**config.mk**
```make
export PLATFORM = sky130hd
export DESIGN_NAME = mdio_master
export DESIGN_NICKNAME = d
export VERILOG_FILES = /design/src/rtl/mdio_master.sv
export SDC_FILE = /design/constraint.sdc
export NUM_CORES = 1
export LEC_CHECK = 0
export BUFFER_PORTS_ARGS = -buffer_cell sky130_fd_sc_hd__clkbuf_2
export CORE_ASPECT_RATIO = 1.25
export CORE_MARGIN = 2
export CORE_UTILIZATION = 40
export DETAILED_ROUTE_END_ITERATION = 16
export PLACE_DENSITY_LB_ADDON = 0.15
export SYNTH_ARGS = -nofsm -noshare
export SYNTH_HDL_FRONTEND = slang
export SYNTH_SLANG_ARGS = --single-unit
```
**constraint.sdc**
```tcl
create_clock -name HCLK -period 5.05 [get_ports HCLK]
set_input_delay 1.515 -clock HCLK [delete_from_list [all_inputs] [get_ports HCLK]]
set_output_delay 1.515 -clock HCLK [all_outputs]
set_load 0.01 [all_outputs]
```
**src/rtl/mdio_master.sv**
```systemverilog
// MDIO (IEEE 802.3 clause 22) management master: serialises one read or write frame per request.
// MDC is derived from HCLK by an internal divider that only runs while a frame is in flight.
module mdio_master #(
  parameter int unsigned MDC_DIV     = 10,
  parameter int unsigned NO_PREAMBLE = 0
) (
  input  logic        HCLK,
  input  logic        HRESET,
  input  logic        REQ_VALID,
  output logic        REQ_READY,
  input  logic        REQ_WRITE,
  input  logic [4:0]  PHY_ADDR,
  input  logic [4:0]  REG_ADDR,
  input  logic [15:0] WDATA,
  output logic [15:0] RDATA,
  output logic        RDATA_VALID,
  output logic        BUSY,
  output logic        MDC,
  output logic        MDIO_O,
  output logic        MDIO_OE,
  input  logic        MDIO_I
);

  typedef enum logic [2:0] {
    StIdle, StPreamble, StHeader, StTurnaround, StData, StDone
  } state_e;

  localparam logic [8:0] DivHalf = 9'(MDC_DIV);
  localparam logic [8:0] DivRise = 9'(MDC_DIV - 1);
  localparam logic [8:0] DivLast = 9'(2 * MDC_DIV - 1);

  state_e      state_q, state_d;
  logic [8:0]  div_q, div_d;
  logic [4:0]  cnt_q, cnt_d;
  logic        wr_q, wr_d;
  logic [4:0]  phy_q, phy_d;
  logic [4:0]  reg_q, reg_d;
  logic [15:0] wdata_q, wdata_d;
  logic [15:0] shift_q, shift_d;
  logic [15:0] rdata_q, rdata_d;
  logic        rv_q, rv_d;
  logic        busy_q, busy_d;
  logic        mdc_q, mdc_d;
  logic        mo_q, mo_d;
  logic        oe_q, oe_d;

  logic        accept;
  logic        bit_end;
  logic [4:0]  last_idx;
  logic [13:0] header_d;

  assign REQ_READY = !busy_q && !HRESET;
  assign accept    = REQ_VALID && REQ_READY;

  always_comb begin
    unique case (state_q)
      StPreamble:   last_idx = 5'd31;
      StHeader:     last_idx = 5'd13;
      StTurnaround: last_idx = 5'd1;
      default:      last_idx = 5'd15;
    endcase
  end

  always_comb begin
    state_d = state_q;
    div_d   = div_q;
    cnt_d   = cnt_q;
    wr_d    = wr_q;
    phy_d   = phy_q;
    reg_d   = reg_q;
    wdata_d = wdata_q;
    shift_d = shift_q;
    rdata_d = rdata_q;
    rv_d    = 1'b0;
    bit_end = (div_q == DivLast);

    unique case (state_q)
      StIdle, StDone: begin
        state_d = StIdle;
        if (accept) begin
          state_d = (NO_PREAMBLE != 0) ? StHeader : StPreamble;
          div_d   = '0;
          cnt_d   = '0;
          wr_d    = REQ_WRITE;
          phy_d   = PHY_ADDR;
          reg_d   = REG_ADDR;
          wdata_d = WDATA;
          shift_d = '0;
        end
      end
      default: begin
        div_d = bit_end ? 9'd0 : div_q + 9'd1;
        // Read data is captured on the cycle MDC is about to rise.
        if (state_q == StData && !wr_q && div_q == DivRise) begin
          shift_d = {shift_q[14:0], MDIO_I};
        end
        if (bit_end) begin
          if (cnt_q == last_idx) begin
            cnt_d = '0;
            case (state_q)
              StPreamble:   state_d = StHeader;
              StHeader:     state_d = StTurnaround;
              StTurnaround: state_d = StData;
              default: begin
                state_d = StDone;
                if (!wr_q) begin
                  rdata_d = shift_q;
                  rv_d    = 1'b1;
                end
              end
            endcase
          end else begin
            cnt_d = cnt_q + 5'd1;
          end
        end
      end
    endcase

    // Line outputs are a function of the next bit position, so they only move at bit starts.
    header_d = {2'b01, (wr_d ? 2'b01 : 2'b10), phy_d, reg_d};
    busy_d   = (state_d != StIdle) && (state_d != StDone);
    mdc_d    = busy_d && (div_d >= DivHalf);
    mo_d     = 1'b1;
    oe_d     = 1'b0;
    unique case (state_d)
      StPreamble: oe_d = 1'b1;
      StHeader: begin
        oe_d = 1'b1;
        mo_d = header_d[4'd13 - cnt_d[3:0]];
      end
      StTurnaround: begin
        if (wr_d) begin
          oe_d = 1'b1;
          mo_d = (cnt_d == 5'd0);
        end
      end
      StData: begin
        if (wr_d) begin
          oe_d = 1'b1;
          mo_d = wdata_d[4'd15 - cnt_d[3:0]];
        end
      end
      default: ;
    endcase
  end

  always_ff @(posedge HCLK) begin
    if (HRESET) begin
      state_q <= StIdle;
      div_q   <= '0;
      cnt_q   <= '0;
      wr_q    <= 1'b0;
      phy_q   <= '0;
      reg_q   <= '0;
      wdata_q <= '0;
      shift_q <= '0;
      rdata_q <= '0;
      rv_q    <= 1'b0;
      busy_q  <= 1'b0;
      mdc_q   <= 1'b0;
      mo_q    <= 1'b1;
      oe_q    <= 1'b0;
    end else begin
      state_q <= state_d;
      div_q   <= div_d;
      cnt_q   <= cnt_d;
      wr_q    <= wr_d;
      phy_q   <= phy_d;
      reg_q   <= reg_d;
      wdata_q <= wdata_d;
      shift_q <= shift_d;
      rdata_q <= rdata_d;
      rv_q    <= rv_d;
      busy_q  <= busy_d;
      mdc_q   <= mdc_d;
      mo_q    <= mo_d;
      oe_q    <= oe_d;
    end
  end

  assign RDATA       = rdata_q;
  assign RDATA_VALID = rv_q;
  assign BUSY        = busy_q;
  assign MDC         = mdc_q;
  assign MDIO_O      = mo_q;
  assign MDIO_OE     = oe_q;

endmodule

```
Word level (Yosys, flattened, before mapping)
Cells that the tools add are included.
{"block": "op_classes", "add_sub_neg": 4, "mul": 0, "n_div": 0, "order_cmp": 3, "eq_ne": 14, "n_shift": 0, "muxes": 35, "n_bitwise": 5, "n_reduce_logical": 20}
{"operator": "$mux W16", "n": 5}
{"operator": "$mux W5", "n": 8}
{"operator": "$mux W9", "n": 3}
{"operator": "$pmux W5 S3", "n": 1}
{"operator": "$eq A3 B2 Y1 const B", "n": 4}
{"operator": "$lt A4 B5 Y1 const B", "n": 2}
{"operator": "$add A9 B1 Y9 const B", "n": 1}
{"operator": "$eq A3 B3 Y1 const B", "n": 3}
{"operator": "$eq A9 B4 Y1 const B", "n": 1}
{"operator": "$eq A9 B5 Y1 const B", "n": 1}
{"operator": "$ge A9 B4 Y1 const B", "n": 1}
{"operator": "$mux W1", "n": 9}
{"operator": "$mux W3", "n": 3}
{"operator": "$pmux W3 S3", "n": 1}
{"operator": "$bmux W1 S4", "n": 2}
{"operator": "$reduce_or A8 Y1", "n": 1}
{"operator": "$sub A4 B4 Y4 const A", "n": 2}
{"operator": "$eq A3 B1 Y1 const B", "n": 2}
{"operator": "$logic_and A1 B1 Y1", "n": 6}
{"operator": "$reduce_or A2 Y1", "n": 3}
{"operator": "$add A5 B1 Y5 const B", "n": 1}
{"operator": "$eq A5 B5 Y1", "n": 1}
{"operator": "$logic_not A5 Y1", "n": 1}
{"operator": "$not A1 Y1", "n": 5}
{"operator": "12 further kinds", "n": 14}
{"block": "word_totals", "ff_bits": 81, "latch_bits": 0, "mem_bits_rw": 0, "mem_bits_ro": 0, "inputBits": 31, "output_inout_bits": 22, "word_cells": 95, "n_memories": 0}

Logic depth before layout (Yosys ltp)
{"block": "depth", "ltp_word": 11, "ltp_mapped": 13, "depth_no_buf": 11}

Worst setup path after synthesis
No wires, ideal clock.
{"block": "synth_path", "path_type": "input port to flip-flop", "from": "input HRESET", "to": "register mo_q (netlist: MDIO_O)", "setup_time_ps": 134, "t_arrival_ps": 4113, "t_required_ps": 4916, "path_slack_ps": 803, "path_stages": 12, "n_path_buf": 3, "cell_sequence": "buf_6 -> or3b_1 -> buf_2 -> a211oi_4 -> a21oi_2 -> a32oi_4 -> inv_2 -> buf_6 -> ha_1 -> o311ai_1 -> nor4b_1 -> or4b_1"}
{"block": "synth_via", "elab_chain_cells": 10, "elab_cells_between_ends": 29, "cone_classes": "2 x add/sub; 3 x eq/ne; 20 x mux; 4 x reduce/logical"}
{"element": "start, declared", "line": "8", "rtl": "input logic HRESET,"}
{"element": "$logic_not A1 Y1 (*)", "line": "52", "rtl": "assign REQ_READY = !busy_q && !HRESET;"}
{"element": "$logic_and A1 B1 Y1 (*)", "line": "52"}
{"element": "$logic_and A1 B1 Y1 (*)", "line": "53", "rtl": "assign accept = REQ_VALID && REQ_READY;"}
{"element": "$mux W5 (*)", "line": "80", "rtl": "if (accept) begin"}
{"element": "$mux W5 (*)", "line": "77", "rtl": "unique case (state_q)"}
{"element": "net cnt_d[1]", "line": "34", "rtl": "logic [4:0] cnt_q, cnt_d;"}
{"element": "$sub A4 B4 Y4", "line": "140", "rtl": "mo_d = wdata_d[4'd15 - cnt_d[3:0]];"}
{"element": "$bmux W1 S4", "line": "140"}
{"element": "$mux W1 (implied by the code)", "line": "140"}
{"element": "$mux W1", "line": "138", "rtl": "if (wr_d) begin"}
{"element": "$pmux W1 S3 (*)", "line": "125", "rtl": "unique case (state_d)"}
{"element": "end signal, assigned", "line": "176", "rtl": "mo_q <= mo_d;"}
{"element": "end, declared", "line": "44", "rtl": "logic mo_q, mo_d;"}
The timed path passes the listed nets; every way through them passes the cells marked *. The select of a mux whose other input is x is not followed.
A chain may end at the register's enable or synchronous reset.

Final worst setup path
{"block": "layout_path", "from": "input HRESET", "to": "register mo_q (netlist: MDIO_O)"}
{"block": "layout_via", "elab_chain_cells": 10, "elab_cells_between_ends": 29, "cone_classes": "2 x add/sub; 3 x eq/ne; 20 x mux; 4 x reduce/logical"}
{"element": "$logic_not A1 Y1", "line": "52"}
{"element": "$logic_and A1 B1 Y1", "line": "52"}
{"element": "$logic_and A1 B1 Y1", "line": "53"}
{"element": "$mux W5", "line": "80"}
{"element": "$mux W5", "line": "77"}
{"element": "$sub A4 B4 Y4", "line": "140"}
{"element": "$bmux W1 S4", "line": "140"}
{"element": "$mux W1 (implied by the code)", "line": "140"}
{"element": "$mux W1", "line": "138"}
{"element": "$pmux W1 S3", "line": "125"}
Several ways; a longest one is shown, not always the timed one. The select of a mux whose other input is x is not followed.

==> flow_metrics.env <==
export IMPL_status="finished clean"
export IMPL_vias_per_cell=5.50
export IMPL_syn_area_mm2=0.00410
export IMPL_drive_gt1_share_pct=16.1
export IMPL_die_width_um=94.5
export IMPL_row_count=41
export IMPL_relSlewSlack_pct=33.2
export IMPL_arrival_ns=4.18
export IMPL_swShare_pct=25.8
export IMPL_synth_net_count=569
export IMPL_fmax_ghz=0.253
export IMPL_critPathMaxFanout=11
export IMPL_crit_family="simple AND/OR/NAND/NOR gates"
export IMPL_min_delay_start="RDATA[9]$_SDFFE_PP0P_"
export IMPL_post_route_period_util_pct=78.4
export IMPL_internal_power_mw=1.03
export IMPL_stdcell_count=702
export IMPL_grt_max_degree=81
export IMPL_syn_area_per_cell_um2=7.67
export IMPL_cts_buffers=9
export IMPL_ant_nets=0
export IMPL_yosysTopAreaCell="dfxtp_1"
export IMPL_cts_sinks=81
export IMPL_hold_path_class="reg2reg"
export IMPL_tightest_slew_ns=1.00
export IMPL_dieArea_mm2=0.0111
export IMPL_ys_flop_type="dfxtp_1"
export IMPL_cp_end_kind="flop"
export IMPL_drtIter0Drc=260
export IMPL_min_path_cells=2
export IMPL_crit_type="in2reg"
export IMPL_cts_resized_gates=0
export IMPL_track_usage_pct=20.0
export IMPL_yosysMostFrequentCell="nand2_1"
export IMPL_die_h_um=117
export IMPL_dr_pass1_iters=4
export IMPL_maxCapViolations=0
export IMPL_core_mm2=0.0101
export IMPL_drc_errors=0
export IMPL_slowest_delay_ns=0.52
export IMPL_cp_slowest_cell="or4b_1"
export IMPL_cp_start_kind="primary input"
export IMPL_cp_depth=10
export IMPL_overflow=0
export IMPL_r2r_start="div_q[0]$_SDFF_PP0_"
export IMPL_period_needed_ns=3.96
export IMPL_synth_warnings=0
export IMPL_first_global_vias=3614
export IMPL_ys_ff_latch=81
export IMPL_initial_utilization_pct=40.8
export IMPL_nets=604
export IMPL_hpwl_um=7020
export IMPL_io_pins=53
export IMPL_postCtsHoldBufs=0
export IMPL_rsz0062_at_grt="no"
export IMPL_synthCells=534
export IMPL_cts_tree="done"
export IMPL_power_switching_mw=0.358
export IMPL_final_hold_violation_count=0
export IMPL_n_fill_cell=1069
export IMPL_gp_congestion=0.851
export IMPL_synth_edf_count=0
export IMPL_post_cts_buffers=0
export IMPL_ys_top_cells_by_count="nand2_1, dfxtp_1, a21oi_1, nor2_1, clkbuf_1"
export IMPL_synth_area_leaders="dfxtp_1, nand2_1, a21oi_1"
export IMPL_finClkSkew_ns=0.00716
export IMPL_p_leak_nw=1.77
export IMPL_required_ns=5.27
export IMPL_synth_cell_type_count=58
export IMPL_final_max_slew_violation_count=0
export IMPL_clock_tree_root_cell="clkbuf_16"
export IMPL_wl_um=10600
export IMPL_clockBufferDepth=2
export IMPL_grt_pass1_wl_um=17300
export IMPL_path_buf_inv=2
export IMPL_area_growth_pct=14.7
export IMPL_crit_path_cell_trace="clkbuf_2 > or3b_1 > a211oi_4 > a21oi_2 > a32oi_4 > inv_2 > ha_1 > o311ai_1 > nor4b_1 > or4b_1"
export IMPL_p_seq_share_pct=48.0
export IMPL_ys_seq_area_share_pct=39.6
export IMPL_clk_insertion_delay_late_ns=0.34
export IMPL_pwr_share_comb_pct=8.6
export IMPL_placed_cells=687
export IMPL_numPortBuffers=52
export IMPL_ir_drop_mv=0.144
export IMPL_htree_levels=3
export IMPL_powerDensity_mw_per_mm2=295
export IMPL_synth_top_area_share_pct=39.6
export IMPL_finalSetupViolCount=0
export IMPL_fin_setup_tns_ns=0
export IMPL_r2r_cells=10
export IMPL_clk_pin_slew_ns=0.06
export IMPL_diodes=0
export IMPL_cp_startpoint="HRESET"
export IMPL_antenna_found_initial=0
export IMPL_p_clk_share_pct=43.4
export IMPL_routedWlPerCell_um=15.0
export IMPL_async_flop_share_pct=0
export IMPL_vias=3859
through the flow:
step	hold WS, ns	area (µm²)	utilization [%]	total power [mW]	worst slack, ns
2_1_floorplan	0.432	4100	-	0.757	0.803
3_3_place_gp	0.444	4430	44.1	0.800	0.803
3_5_place_dp	0.449	4430	44.1	0.801	0.746
4_1_cts	0.459	4700	46.8	1.41	1.10
5_1_grt	0.473	4700	46.8	1.45	0.866
6_report	0.455	4700	46.8	1.39	1.09
cells in the final DEF (no fill, tap or decap), types with 3 or more instances in the layout:
cell type and instances:
nor3_1 11, a21oi_1 70, nor2_1 55, dfxtp_1 81
nand3b_1 5, inv_1 3, o21ai_0 21, nand2b_1 5
ha_1 4, nor4_1 3, nor2b_1 7, clkbuf_2 52
a22oi_1 20, a31oi_1 5, xnor2_1 4, mux2i_1 14
clkbuf_16 9, nand4_1 3, or2_2 4, nand3_1 12
buf_4 9, a211oi_1 5, and3_1 4, nand2_1 116
final cells by class:
type | instances | area (µm²) | share of cell area (%)
flip-flops and latches | 81 | 1620 | 34.5
inverters | 4 | 15.0 | 0.319
clock inverters | 5 | 38.8 | 0.825
repair buffers | 61 | 328 | 6.97
well taps | 129 | 161 | 3.43
multi-input cells | 412 | 2310 | 49.1
clock buffers | 10 | 229 | 4.87
routing by layer:
layer	share of wire, %	GRT usage (%)	vias up
li1	-	-	1949
met1	44	23.2	1807
met2	49	35.0	81
met3	4.8	4.16	22
met4	2.6	9.76	0
met5	0	0	-
logic make-up after synthesis:
kind of cell / synth area share [%]
AND/OR/NAND/NOR: 26.8
AO/OA/AOI/OAI: 22.5
flip-flops: 39.6
buffers and inverters: 4.24
multiplexers: 4.24
XOR/XNOR: 1.47
adder cells (fa/ha/maj): 1.22
registers in the layout (all words and copies together) (netlist names):
register,flops
RDATA,16
shift_q,16
wdata_q,16
div_q,9
cnt_q,5
phy_q,5
reg_q,5
state_q,3
BUSY,1
MDC,1
MDIO_O,1
MDIO_OE,1
RDATA_VALID,1
wr_q,1
worst register-to-register path, delay by kind of cell (launching register included):
family / cells / cell delay (ns)
and+or+nand+nor: 5 / 1.98
adders and majority gates: 2 / 0.62
DFF: 1 / 0.41
AOI/OAI and AO/OA: 2 / 0.54
buffers and inverters: 1 / 0.22
power groups by stage:
stage | clock network (mW) | registers (mW) | logic, mW
6_report | 0.603 | 0.667 | 0.120
4_1_cts | 0.620 | 0.667 | 0.121
5_1_grt | 0.644 | 0.669 | 0.134
3_3_place_gp | 0 | 0.680 | 0.120
3_5_place_dp | 0 | 0.681 | 0.120
2_1_floorplan | 0 | 0.675 | 0.0821
worst paths after layout:
check,end,slack [ns]
worst max-delay path,MDIO_O$_SDFF_PP1_,1.09
worst min-delay path,RDATA[9]$_SDFFE_PP0P_,0.45
worst max register to register,MDIO_O$_SDFF_PP1_,1.17
worst min register to register,RDATA[9]$_SDFFE_PP0P_,0.45
(Power assumes the default switching activity.)
